--- src/rtl/qdec_pkg.sv ---
// Shared types for the quadrature decoder: FSM states, phase codes, step classes.
// Latency: n/a (types and a pure combinational helper only).
// Backpressure: n/a.
package qdec_pkg;

    typedef enum logic {
        QD_INIT  = 1'b0,
        QD_TRACK = 1'b1
    } qd_state_t;

    // Phase codes as {A,B}; the forward Gray order is 00 -> 01 -> 11 -> 10 -> 00.
    localparam logic [1:0] PH_00 = 2'b00;
    localparam logic [1:0] PH_01 = 2'b01;
    localparam logic [1:0] PH_11 = 2'b11;
    localparam logic [1:0] PH_10 = 2'b10;

    typedef enum logic [1:0] {
        STEP_NONE    = 2'd0,
        STEP_UP      = 2'd1,
        STEP_DOWN    = 2'd2,
        STEP_ILLEGAL = 2'd3
    } step_cls_t;

    // Position of a phase on the Gray ring, so neighbours differ by +/-1 mod 4.
    function automatic logic [1:0] ring_pos(input logic [1:0] ph);
        logic [1:0] pos;
        case (ph)
            PH_00:   pos = 2'd0;
            PH_01:   pos = 2'd1;
            PH_11:   pos = 2'd2;
            default: pos = 2'd3;
        endcase
        return pos;
    endfunction

    // Classify a transition between two agreed phases.
    function automatic step_cls_t classify(input logic [1:0] old_ph, input logic [1:0] new_ph);
        logic [1:0] delta;
        step_cls_t  cls;
        delta = ring_pos(new_ph) - ring_pos(old_ph);
        case (delta)
            2'd1:    cls = STEP_UP;
            2'd3:    cls = STEP_DOWN;
            2'd2:    cls = STEP_ILLEGAL;
            default: cls = STEP_NONE;
        endcase
        return cls;
    endfunction

endpackage

--- src/rtl/qdec_sync_filter.sv ---
// Synchronises the raw {A,B} pins and reports when FILTER_LEN consecutive samples agree.
// Latency: SYNC_STAGES + FILTER_LEN edges from first sampling edge to agreed_vld.
// Backpressure: none; free-running, agreed_vld is a level held while the window is uniform.
module qdec_sync_filter #(
    parameter int SYNC_STAGES = 2,
    parameter int FILTER_LEN  = 3
) (
    input  logic       clk,
    input  logic       rst,
    input  logic [1:0] raw_dat,
    output logic [1:0] agreed_dat,
    output logic       agreed_vld
);
    import qdec_pkg::*;

    localparam int FILL_LEN = SYNC_STAGES + FILTER_LEN;

    logic [SYNC_STAGES-1:0][1:0] sync_q;
    logic [FILTER_LEN-1:0][1:0]  filt_q;
    // Tracks which pipeline slots hold real samples rather than reset zeros, so
    // the cleared filter contents are never mistaken for an agreed 00 level.
    logic [FILL_LEN-1:0]         fill_q;
    logic                        all_eq;

    // Synchroniser chain, filter window and fill tracker.
    always_ff @(posedge clk) begin
        if (rst) begin
            sync_q <= '0;
            filt_q <= '0;
            fill_q <= '0;
        end else begin
            sync_q[0] <= raw_dat;
            for (int i = 1; i < SYNC_STAGES; i++) begin
                sync_q[i] <= sync_q[i-1];
            end
            filt_q[0] <= sync_q[SYNC_STAGES-1];
            for (int i = 1; i < FILTER_LEN; i++) begin
                filt_q[i] <= filt_q[i-1];
            end
            fill_q <= {fill_q[FILL_LEN-2:0], 1'b1};
        end
    end

    // Window is uniform when every entry matches the newest one.
    always_comb begin
        all_eq = 1'b1;
        for (int i = 1; i < FILTER_LEN; i++) begin
            if (filt_q[i] != filt_q[0]) all_eq = 1'b0;
        end
    end

    assign agreed_dat = filt_q[0];
    assign agreed_vld = fill_q[FILL_LEN-1] & all_eq;

endmodule

--- src/rtl/quad_decoder_counter.sv ---
// Quadrature A/B decoder with wrapping up/down position count and illegal-step detection.
// Latency: SYNC_STAGES + FILTER_LEN + 1 edges from first sampling edge to count/step update.
// Backpressure: none; every accepted step is reported as a one-cycle pulse.
module quad_decoder_counter
    import qdec_pkg::*;
#(
    parameter int WIDTH       = 4,
    parameter int SYNC_STAGES = 2,
    parameter int FILTER_LEN  = 3
) (
    input  logic             clk,
    input  logic             rst,
    input  logic             a_in,
    input  logic             b_in,
    input  logic             enable,
    input  logic             load,
    input  logic [WIDTH-1:0] load_val,
    input  logic             clr_err,
    output logic [WIDTH-1:0] count,
    output logic             dir,
    output logic             step,
    output logic             err,
    output logic             err_sticky,
    output logic             locked
);

    logic [1:0] agreed_dat;
    logic       agreed_vld;
    logic [1:0] phase_q;
    qd_state_t  state_q;
    qd_state_t  state_nxt;
    logic       capture;
    step_cls_t  cls;

    qdec_sync_filter #(
        .SYNC_STAGES (SYNC_STAGES),
        .FILTER_LEN  (FILTER_LEN)
    ) u_sync_filter (
        .clk        (clk),
        .rst        (rst),
        .raw_dat    ({a_in, b_in}),
        .agreed_dat (agreed_dat),
        .agreed_vld (agreed_vld)
    );

    // FSM state register.
    always_ff @(posedge clk) begin
        if (rst) state_q <= QD_INIT;
        else     state_q <= state_nxt;
    end

    // Next state, phase capture and classification of the agreed level.
    always_comb begin
        state_nxt = state_q;
        capture   = 1'b0;
        cls       = STEP_NONE;
        case (state_q)
            QD_INIT: begin
                // First stable level is only a reference; it never counts.
                if (agreed_vld) begin
                    capture   = 1'b1;
                    state_nxt = QD_TRACK;
                end
            end
            QD_TRACK: begin
                if (agreed_vld && (agreed_dat != phase_q)) begin
                    capture = 1'b1;
                    cls     = classify(phase_q, agreed_dat);
                end
            end
            default: state_nxt = QD_INIT;
        endcase
    end

    // Registered phase, count and status outputs.
    always_ff @(posedge clk) begin
        if (rst) begin
            phase_q    <= PH_00;
            count      <= '0;
            dir        <= 1'b1;
            step       <= 1'b0;
            err        <= 1'b0;
            err_sticky <= 1'b0;
            locked     <= 1'b0;
        end else begin
            // Illegal jumps also resync the phase to the new level.
            if (capture) phase_q <= agreed_dat;
            step   <= (cls == STEP_UP) || (cls == STEP_DOWN);
            err    <= (cls == STEP_ILLEGAL);
            locked <= (state_q == QD_TRACK);
            if (cls == STEP_UP)        dir <= 1'b1;
            else if (cls == STEP_DOWN) dir <= 1'b0;
            // A new error wins over a simultaneous clear.
            if (cls == STEP_ILLEGAL) err_sticky <= 1'b1;
            else if (clr_err)        err_sticky <= 1'b0;
            // Load overrides any step; enable only gates the count itself.
            if (load)                               count <= load_val;
            else if (enable && (cls == STEP_UP))    count <= count + WIDTH'(1);
            else if (enable && (cls == STEP_DOWN))  count <= count - WIDTH'(1);
        end
    end

endmodule
--- config.mk ---
export PLATFORM = sky130hd
export DESIGN_NAME = quad_decoder_counter
export DESIGN_NICKNAME = d
export VERILOG_FILES = /design/src/rtl/qdec_pkg.sv /design/src/rtl/qdec_sync_filter.sv /design/src/rtl/quad_decoder_counter.sv
export SDC_FILE = /design/constraint.sdc
export NUM_CORES = 1
export LEC_CHECK = 0
export CAP_MARGIN = 20
export CORE_MARGIN = 3
export CORE_UTILIZATION = 28
export DETAILED_ROUTE_END_ITERATION = 8
export GPL_ROUTABILITY_DRIVEN = 0
export GPL_TIMING_DRIVEN = 0
export PLACE_DENSITY = 0.49
export SYNTH_ARGS = -nofsm -noshare
export SYNTH_HDL_FRONTEND = slang
export SYNTH_SLANG_ARGS = --single-unit
--- constraint.sdc ---
create_clock -name clk -period 3.2 [get_ports clk]
set_input_delay 0.8 -clock clk [delete_from_list [all_inputs] [get_ports clk]]
set_output_delay 0.8 -clock clk [all_outputs]
set_load 0.02 [all_outputs]
==> impl_metrics.env, run 1 <==
export IMPL_grt_first_pass_wirelength_um=3600
export IMPL_report_final_slew_viol_count=0
export IMPL_p_seq_frac=0.578
export IMPL_worstPathArrival_ps=3250
export IMPL_syn_area_mm2=0.00118
export IMPL_num_antenna_cells=0
export IMPL_netSwitchingFraction=0.231
export IMPL_ir_drop_mv=0.194
export IMPL_power_uw=604
export IMPL_rows=22
export IMPL_wl_per_cell_um=10.5
export IMPL_synth_top_family_by_area="simple AND/OR/NAND/NOR gates"
export IMPL_vias=816
export IMPL_core_mm2=0.00385
export IMPL_syn_to_final_growth_pct=32.7
export IMPL_grt_max_degree=16
export IMPL_cts_sinks=27
export IMPL_fin_nets=171
export IMPL_wl_met2_um=951
export IMPL_synth_mux_area_frac=0.0519
export IMPL_antenna_found_initial=0
export IMPL_instances_no_fill=193
export IMPL_cts_tree="done"
export IMPL_highest_layer="met4"
export IMPL_ctsLongestPathBuffers=2
export IMPL_synth_seq_cells=27
export IMPL_grt_setup_unrepaired="false"
export IMPL_routed_wl_um=2030
export IMPL_port_buffers=18
export IMPL_hold_violations=0
export IMPL_wl_met3_um=57
export IMPL_period_needed_ps=3090
export IMPL_track_usage=0.0897
export IMPL_clkSlewWorstSetupHoldPaths_ps=90
export IMPL_crit_type="reg -> reg"
export IMPL_critPathMaxFanout=4
export IMPL_cts_buffers=3
export IMPL_crit_buf_inv=3
export IMPL_insertion_delay_ps=270
export IMPL_cp_slowest_cell="fa_2"
export IMPL_drv_cap=0
export IMPL_drt_antenna_violating_nets=0
export IMPL_worstPathCellList="inv_1 -> ha_1 -> ha_2 -> xnor2_2 -> buf_4 -> inv_1 -> ha_1 -> or3_4 -> ha_4 -> nand2_4 -> fa_2 -> mux2_2 -> mux2i_1 -> nor2_1"
export IMPL_dr_pass1_iters=2
export IMPL_wirelength_met1_um=988
export IMPL_comb_power_share=0.102
export IMPL_avgSynthCellArea_um2=9.93
export IMPL_setup_worst_path_start_class="flop"
export IMPL_first_global_vias=793
export IMPL_cts_root_buf="clkbuf_8"
export IMPL_cpPeakStageDelay_ps=420
export IMPL_synth_compound_area_share=0.0604
export IMPL_die_h_um=71.0
export IMPL_synth_cell_types=24
export IMPL_crit_family="adder cells"
export IMPL_worstMarginPinSlew_ps=444
export IMPL_post_dp_hpwl_um=1530
export IMPL_skew_ps=2.52
export IMPL_ioPinCount=20
export IMPL_dp_cells=185
export IMPL_syn_num_nets=144
export IMPL_drt_iter0_drc=7
export IMPL_htree_levels=1
export IMPL_start_util=0.306
export IMPL_critPathRequiredTime_ps=3350
export IMPL_yosysWarningCount=0
export IMPL_p_sw_uw=139
export IMPL_syn_inst=119
export IMPL_clkPwrFrac=0.320
export IMPL_viasPerCell=4.23
export IMPL_final_setup_viol_count=0
export IMPL_cp_end_kind="flop"
export IMPL_stdcell_area_mm2=0.00157
export IMPL_drive_above_1_share=0.179
export IMPL_fmax_mhz=323
export IMPL_status="completed"
export IMPL_fin_hold_ws_ps=443
export IMPL_p_leak_uw=0.000707
export IMPL_die_x_um=71.0
export IMPL_grt_overflow=0
export IMPL_synth_simple_gate_area_frac=0.175
export IMPL_die_area_mm2=0.00503
export IMPL_powerDensity_mw_per_mm2=385
export IMPL_p_int_uw=465
export IMPL_synth_seq_area_share=0.458
export IMPL_synthXorXnorAreaFrac=0.0593
export IMPL_slew_headroom=0.704
export IMPL_finalCritPeriodShare=0.967
export IMPL_hold_class="reg -> reg"
export IMPL_drcViolationCount=0
export IMPL_postPlaceCellArea_mm2=0.00143
export IMPL_yosys_area_share_adder=0.155
==> path summary, 6_finish.rpt <==
check	startpoint	to	slack, ps	depth (start not counted)
worst max-delay path	u_sync_filter.agreed_dat[0]	count[1]	110	14
worst min-delay path	u_sync_filter.sync_q[0]	u_sync_filter.sync_q[2]	440	1
worst max register to register	u_sync_filter.agreed_dat[0]	count[1]	110	14
worst min register to register	u_sync_filter.sync_q[0]	u_sync_filter.sync_q[2]	440	1
==> synth_stat cells <==
master | number | share of area
and3_1 | 2 | 0.011
nor2b_1 | 14 | 0.074
nor2_1 | 12 | 0.038
ha_1 | 13 | 0.14
or3_1 | 1 | 0.0053
dfxtp_1 | 27 | 0.46
fa_1 | 1 | 0.017
or2_1 | 1 | 0.0053
mux2_2 | 1 | 0.0095
xor2_1 | 4 | 0.030
a21oi_1 | 3 | 0.013
a21o_1 | 1 | 0.0064
or3_2 | 1 | 0.0064
inv_1 | 10 | 0.032
a22o_1 | 1 | 0.0074
xnor2_1 | 4 | 0.030
nor3_1 | 4 | 0.017
o21ai_0 | 4 | 0.017
mux2i_1 | 5 | 0.042
and2_1 | 1 | 0.0053
clkbuf_1 | 3 | 0.0095
o221ai_2 | 1 | 0.013
nand2_1 | 4 | 0.013
o21ai_1 | 1 | 0.0042
==> cell families (layout without fill, tap and decap cells) <==
| family | count (synthesis) | count (layout) |
|---|---|---|
| AND/OR/NAND/NOR | 40 | 40 |
| flip-flops | 27 | 27 |
| adder cells (fa/ha/maj) | 14 | 14 |
| buffers and inverters | 13 | 39 |
| AO/OA/AOI/OAI | 11 | 11 |
| XOR/XNOR | 8 | 8 |
| multiplexers | 6 | 6 |
==> final cells by class <==
cell class	instances	area, um^2
well taps	48	60.1
fillers	391	2290
flip-flops and latches	27	549
clock inverters	1	5.00
inverters	10	37.5
clock buffers	3	41.3
multi-input cells	79	653
repair buffers	22	210
plain buffers	3	11.3
==> placed cells by master (no fill, tap or decap), drive strengths merged, types with 2 or more instances in the layout <==
| master | count |
|---|---|
| nand2 | 4 |
| a21oi | 3 |
| clkdlybuf4s50 | 18 |
| nor2b | 14 |
| and3 | 2 |
| o21ai | 5 |
| ha | 13 |
| or3 | 2 |
| nor3 | 4 |
| dfxtp | 27 |
| nor2 | 12 |
| buf | 4 |
| xor2 | 4 |
| inv | 10 |
| xnor2 | 4 |
| mux2i | 5 |
| clkbuf | 6 |
==> through the flow <==
stage | util | setup slack (ps) | TNS (ps)
finish | 0.407 | 106 | 0
global route | 0.407 | 2.45 | 0
CTS | 0.394 | 42.4 | 0
detailed placement | 0.371 | -266 | -704
global placement | 0.371 | -224 | -627
floorplan | - | 18.4 | 0
==> registers in the layout, indices dropped and copies added, names as in the netlist <==
name                      flops
count                         4
dir                           1
err                           1
err_sticky                    1
locked                        1
phase_q                       2
state_q                       1
step                          1
u_sync_filter.agreed_dat      2
u_sync_filter.fill_q          5
u_sync_filter.filt_q          4
u_sync_filter.sync_q          4
==> layer usage <==
metal,up-vias,track usage
li1,431,-
met3,4,0.0213
met4,0,0.0438
met1,371,0.119
met2,10,0.136
met5,-,0
==> power groups by stage <==
stage / Sequential [uW] / Clock (uW) / Combinational, uW
after global placement: 359 / 0 / 57.1
after CTS: 349 / 201 / 60.1
after detailed placement: 359 / 0 / 57.8
final: 349 / 194 / 61.5
after floorplan: 361 / 0 / 30.1
after global routing: 351 / 213 / 69.3
==> repair_timing <==
item	4_1_cts	5_1_grt
buffers inserted	2	2
endpoints found under the setup margin	3	3
resized for setup	9	9
pin swaps	2	3
hold buffers	0	0
(Power assumes the default switching activity.)
==> inputs of run 2 (changes only) <==
Settings changed: HOLD_SLACK_MARGIN from default to 0.1, PLACE_DENSITY 0.49 to 0.48.
Clock period 3.2 ns to 3.3 ns, I/O delays scaled along.
==> run 2 against run 1 <==
Largest cell class unchanged. Global-route usage down 0.37 points. Cell area down 1.1%. Register-to-register slack better by 50 ps. Setup slack better by 55 ps. Clock-buffer cell count up 1. Sequential share of layout area up 0.23 points.
==> impl_metrics.env, run 2 (same netlist as run 1, synthesis figures left out) <==
export IMPL_die_area_mm2=0.00503
export IMPL_skew_ps=5.33
export IMPL_whs_endpoint="u_sync_filter.agreed_dat[0]"
export IMPL_fin_hold_ws_ps=438
export IMPL_syn_to_final_growth_pct=31.3
export IMPL_status="completed"
export IMPL_layout_commonest_cell="dfxtp_1"
export IMPL_critPathMaxFanout=6
export IMPL_slew_headroom=0.685
export IMPL_die_x_um=71.0
export IMPL_crit_type="reg -> reg"
export IMPL_htree_levels=1
export IMPL_worstPathArrival_ps=3310
export IMPL_grt_max_degree=15
export IMPL_drcViolationCount=0
export IMPL_worstPathCellList="inv_1 -> ha_1 -> ha_2 -> xnor2_2 -> ha_1 -> or3_2 -> inv_2 -> ha_4 -> nand2_4 -> fa_2 -> xor2_1 -> mux2i_1 -> o21ai_0 -> and2_1"
export IMPL_hold_violations=0
export IMPL_hold_path_startpoint="u_sync_filter.sync_q[2]"
export IMPL_cts_buffers=3
export IMPL_finalCritPeriodShare=0.951
export IMPL_reg2regPathDepth=14
export IMPL_ioPinCount=20
export IMPL_cpPeakStageDelay_ps=500
export IMPL_fmax_mhz=318
export IMPL_period_needed_ps=3140
export IMPL_cts_root_buf="clkbuf_8"
export IMPL_dr_pass1_iters=2
export IMPL_worst_path_most_repeated_cell="ha_1"
export IMPL_critPathRequiredTime_ps=3470
export IMPL_die_h_um=71.0
export IMPL_final_cell_mix="dfxtp_1, clkdlybuf4s50_1, nor2b_1, nor2_1, ha_1"
export IMPL_vias=818
export IMPL_antenna_found_initial=0
export IMPL_insertion_delay_ps=270
export IMPL_grt_first_pass_wirelength_um=3460
export IMPL_hold_class="reg -> reg"
export IMPL_fin_nets=170
export IMPL_power_uw=582
export IMPL_wl_per_cell_um=10.7
export IMPL_track_usage=0.0860
export IMPL_first_global_vias=786
export IMPL_worstMarginPinSlew_ps=472
export IMPL_drv_cap=0
export IMPL_core_mm2=0.00385
export IMPL_reg2reg_from="u_sync_filter.agreed_dat[0]"
export IMPL_start_util=0.306
export IMPL_routed_wl_um=2050
export IMPL_largest_reg_flops=5
export IMPL_powerDensity_mw_per_mm2=375
export IMPL_port_buffers=18
export IMPL_cts_sinks=27
export IMPL_whs_path_depth=1
export IMPL_drt_iter0_drc=13
export IMPL_p_leak_uw=0.000698
export IMPL_top_register="u_sync_filter.fill_q"
export IMPL_setup_worst_path_start_class="flop"
export IMPL_drt_antenna_violating_nets=0
export IMPL_fillers=398
export IMPL_cts_tree="done"
export IMPL_ctsLongestPathBuffers=2
export IMPL_instances_no_fill=192
export IMPL_drive_above_1_share=0.160
export IMPL_ir_drop_mv=0.140
export IMPL_grt_overflow=0
export IMPL_cp_end_kind="flop"
export IMPL_rr_endpoint="count[2]"
export IMPL_rows=22
export IMPL_viasPerCell=4.26
export IMPL_cp_slowest_cell="or3_2"
export IMPL_final_setup_viol_count=0
export IMPL_post_dp_hpwl_um=1540
export IMPL_num_antenna_cells=0
export IMPL_report_final_slew_viol_count=0
export IMPL_tns_ps=0
export IMPL_clkSlewWorstSetupHoldPaths_ps=90
export IMPL_rrSetupSlack_ps=160
export IMPL_dp_cells=185
run 2: per-layer routing:
metal / routed length (um) / global-route usage / up-vias
met3: 38 / 0.0128 / 5
met2: 927 / 0.141 / 9
met1: 1040 / 0.107 / 373
met4: 42 / 0.0501 / 0
met5: 0 / 0 / -
li1: - / - / 431
run 2: layout make-up:
cell class,count,area (um^2),area share
Multi-Input combinational cell,79,647,0.417
Sequential cell,27,547,0.353
Timing Repair Buffer,21,203,0.131
Tap cell,48,60.1,0.0387
Clock buffer,4,45.0,0.0291
Inverter,10,37.5,0.0242
Buffer,3,11.3,0.00726
run 2: metrics by stage:
stage | worst slack (ps) | cell area (um^2) | utilization
after floorplan | 29.4 | 1180 | -
after global placement | -272 | 1420 | 0.369
after detailed placement | -304 | 1420 | 0.369
after CTS | 16.4 | 1500 | 0.389
after global routing | -3.99 | 1550 | 0.402
final | 160 | 1550 | 0.402
run 2: critical path: cells and delay by family, from the launching register on:
| family | cells | cell delay, ps |
|---|---|---|
| buffers and inverters | 2 | 150 |
| AO/OA/AOI/OAI | 1 | 80 |
| flip-flops | 1 | 380 |
| multiplexers | 1 | 120 |
| AND/OR/NAND/NOR | 3 | 730 |
| adder cells (fa/ha/maj) | 5 | 1240 |
| XOR/XNOR | 2 | 340 |
run 2: how the worst max path moves through the flow:
stage                                 from        to  slack (ps)  cells past startpoint
2_1_floorplan  u_sync_filter.agreed_dat[0]  count[2]          30                     14
6_report       u_sync_filter.agreed_dat[0]  count[2]         160                     14
3_5_place_dp   u_sync_filter.agreed_dat[0]  count[2]        -300                     14
5_1_grt        u_sync_filter.agreed_dat[0]  count[2]          -4                     14
3_3_place_gp   u_sync_filter.agreed_dat[0]  count[2]        -270                     14
4_1_cts        u_sync_filter.agreed_dat[0]  count[1]          20                     11
run 2: power by group:
group,internal (uW),total [uW],switching (uW)
combinational,32.7,59.1,26.3
clock,86.4,183,97.0
sequential,334,340,5.56
total,453,582,129
run 2: what timing repair did:
item	4_1_cts	5_1_grt
pin swaps	2	2
setup endpoints to repair	3	3
hold buffers	0	0
gates resized for setup	9	8
setup buffers	0	3
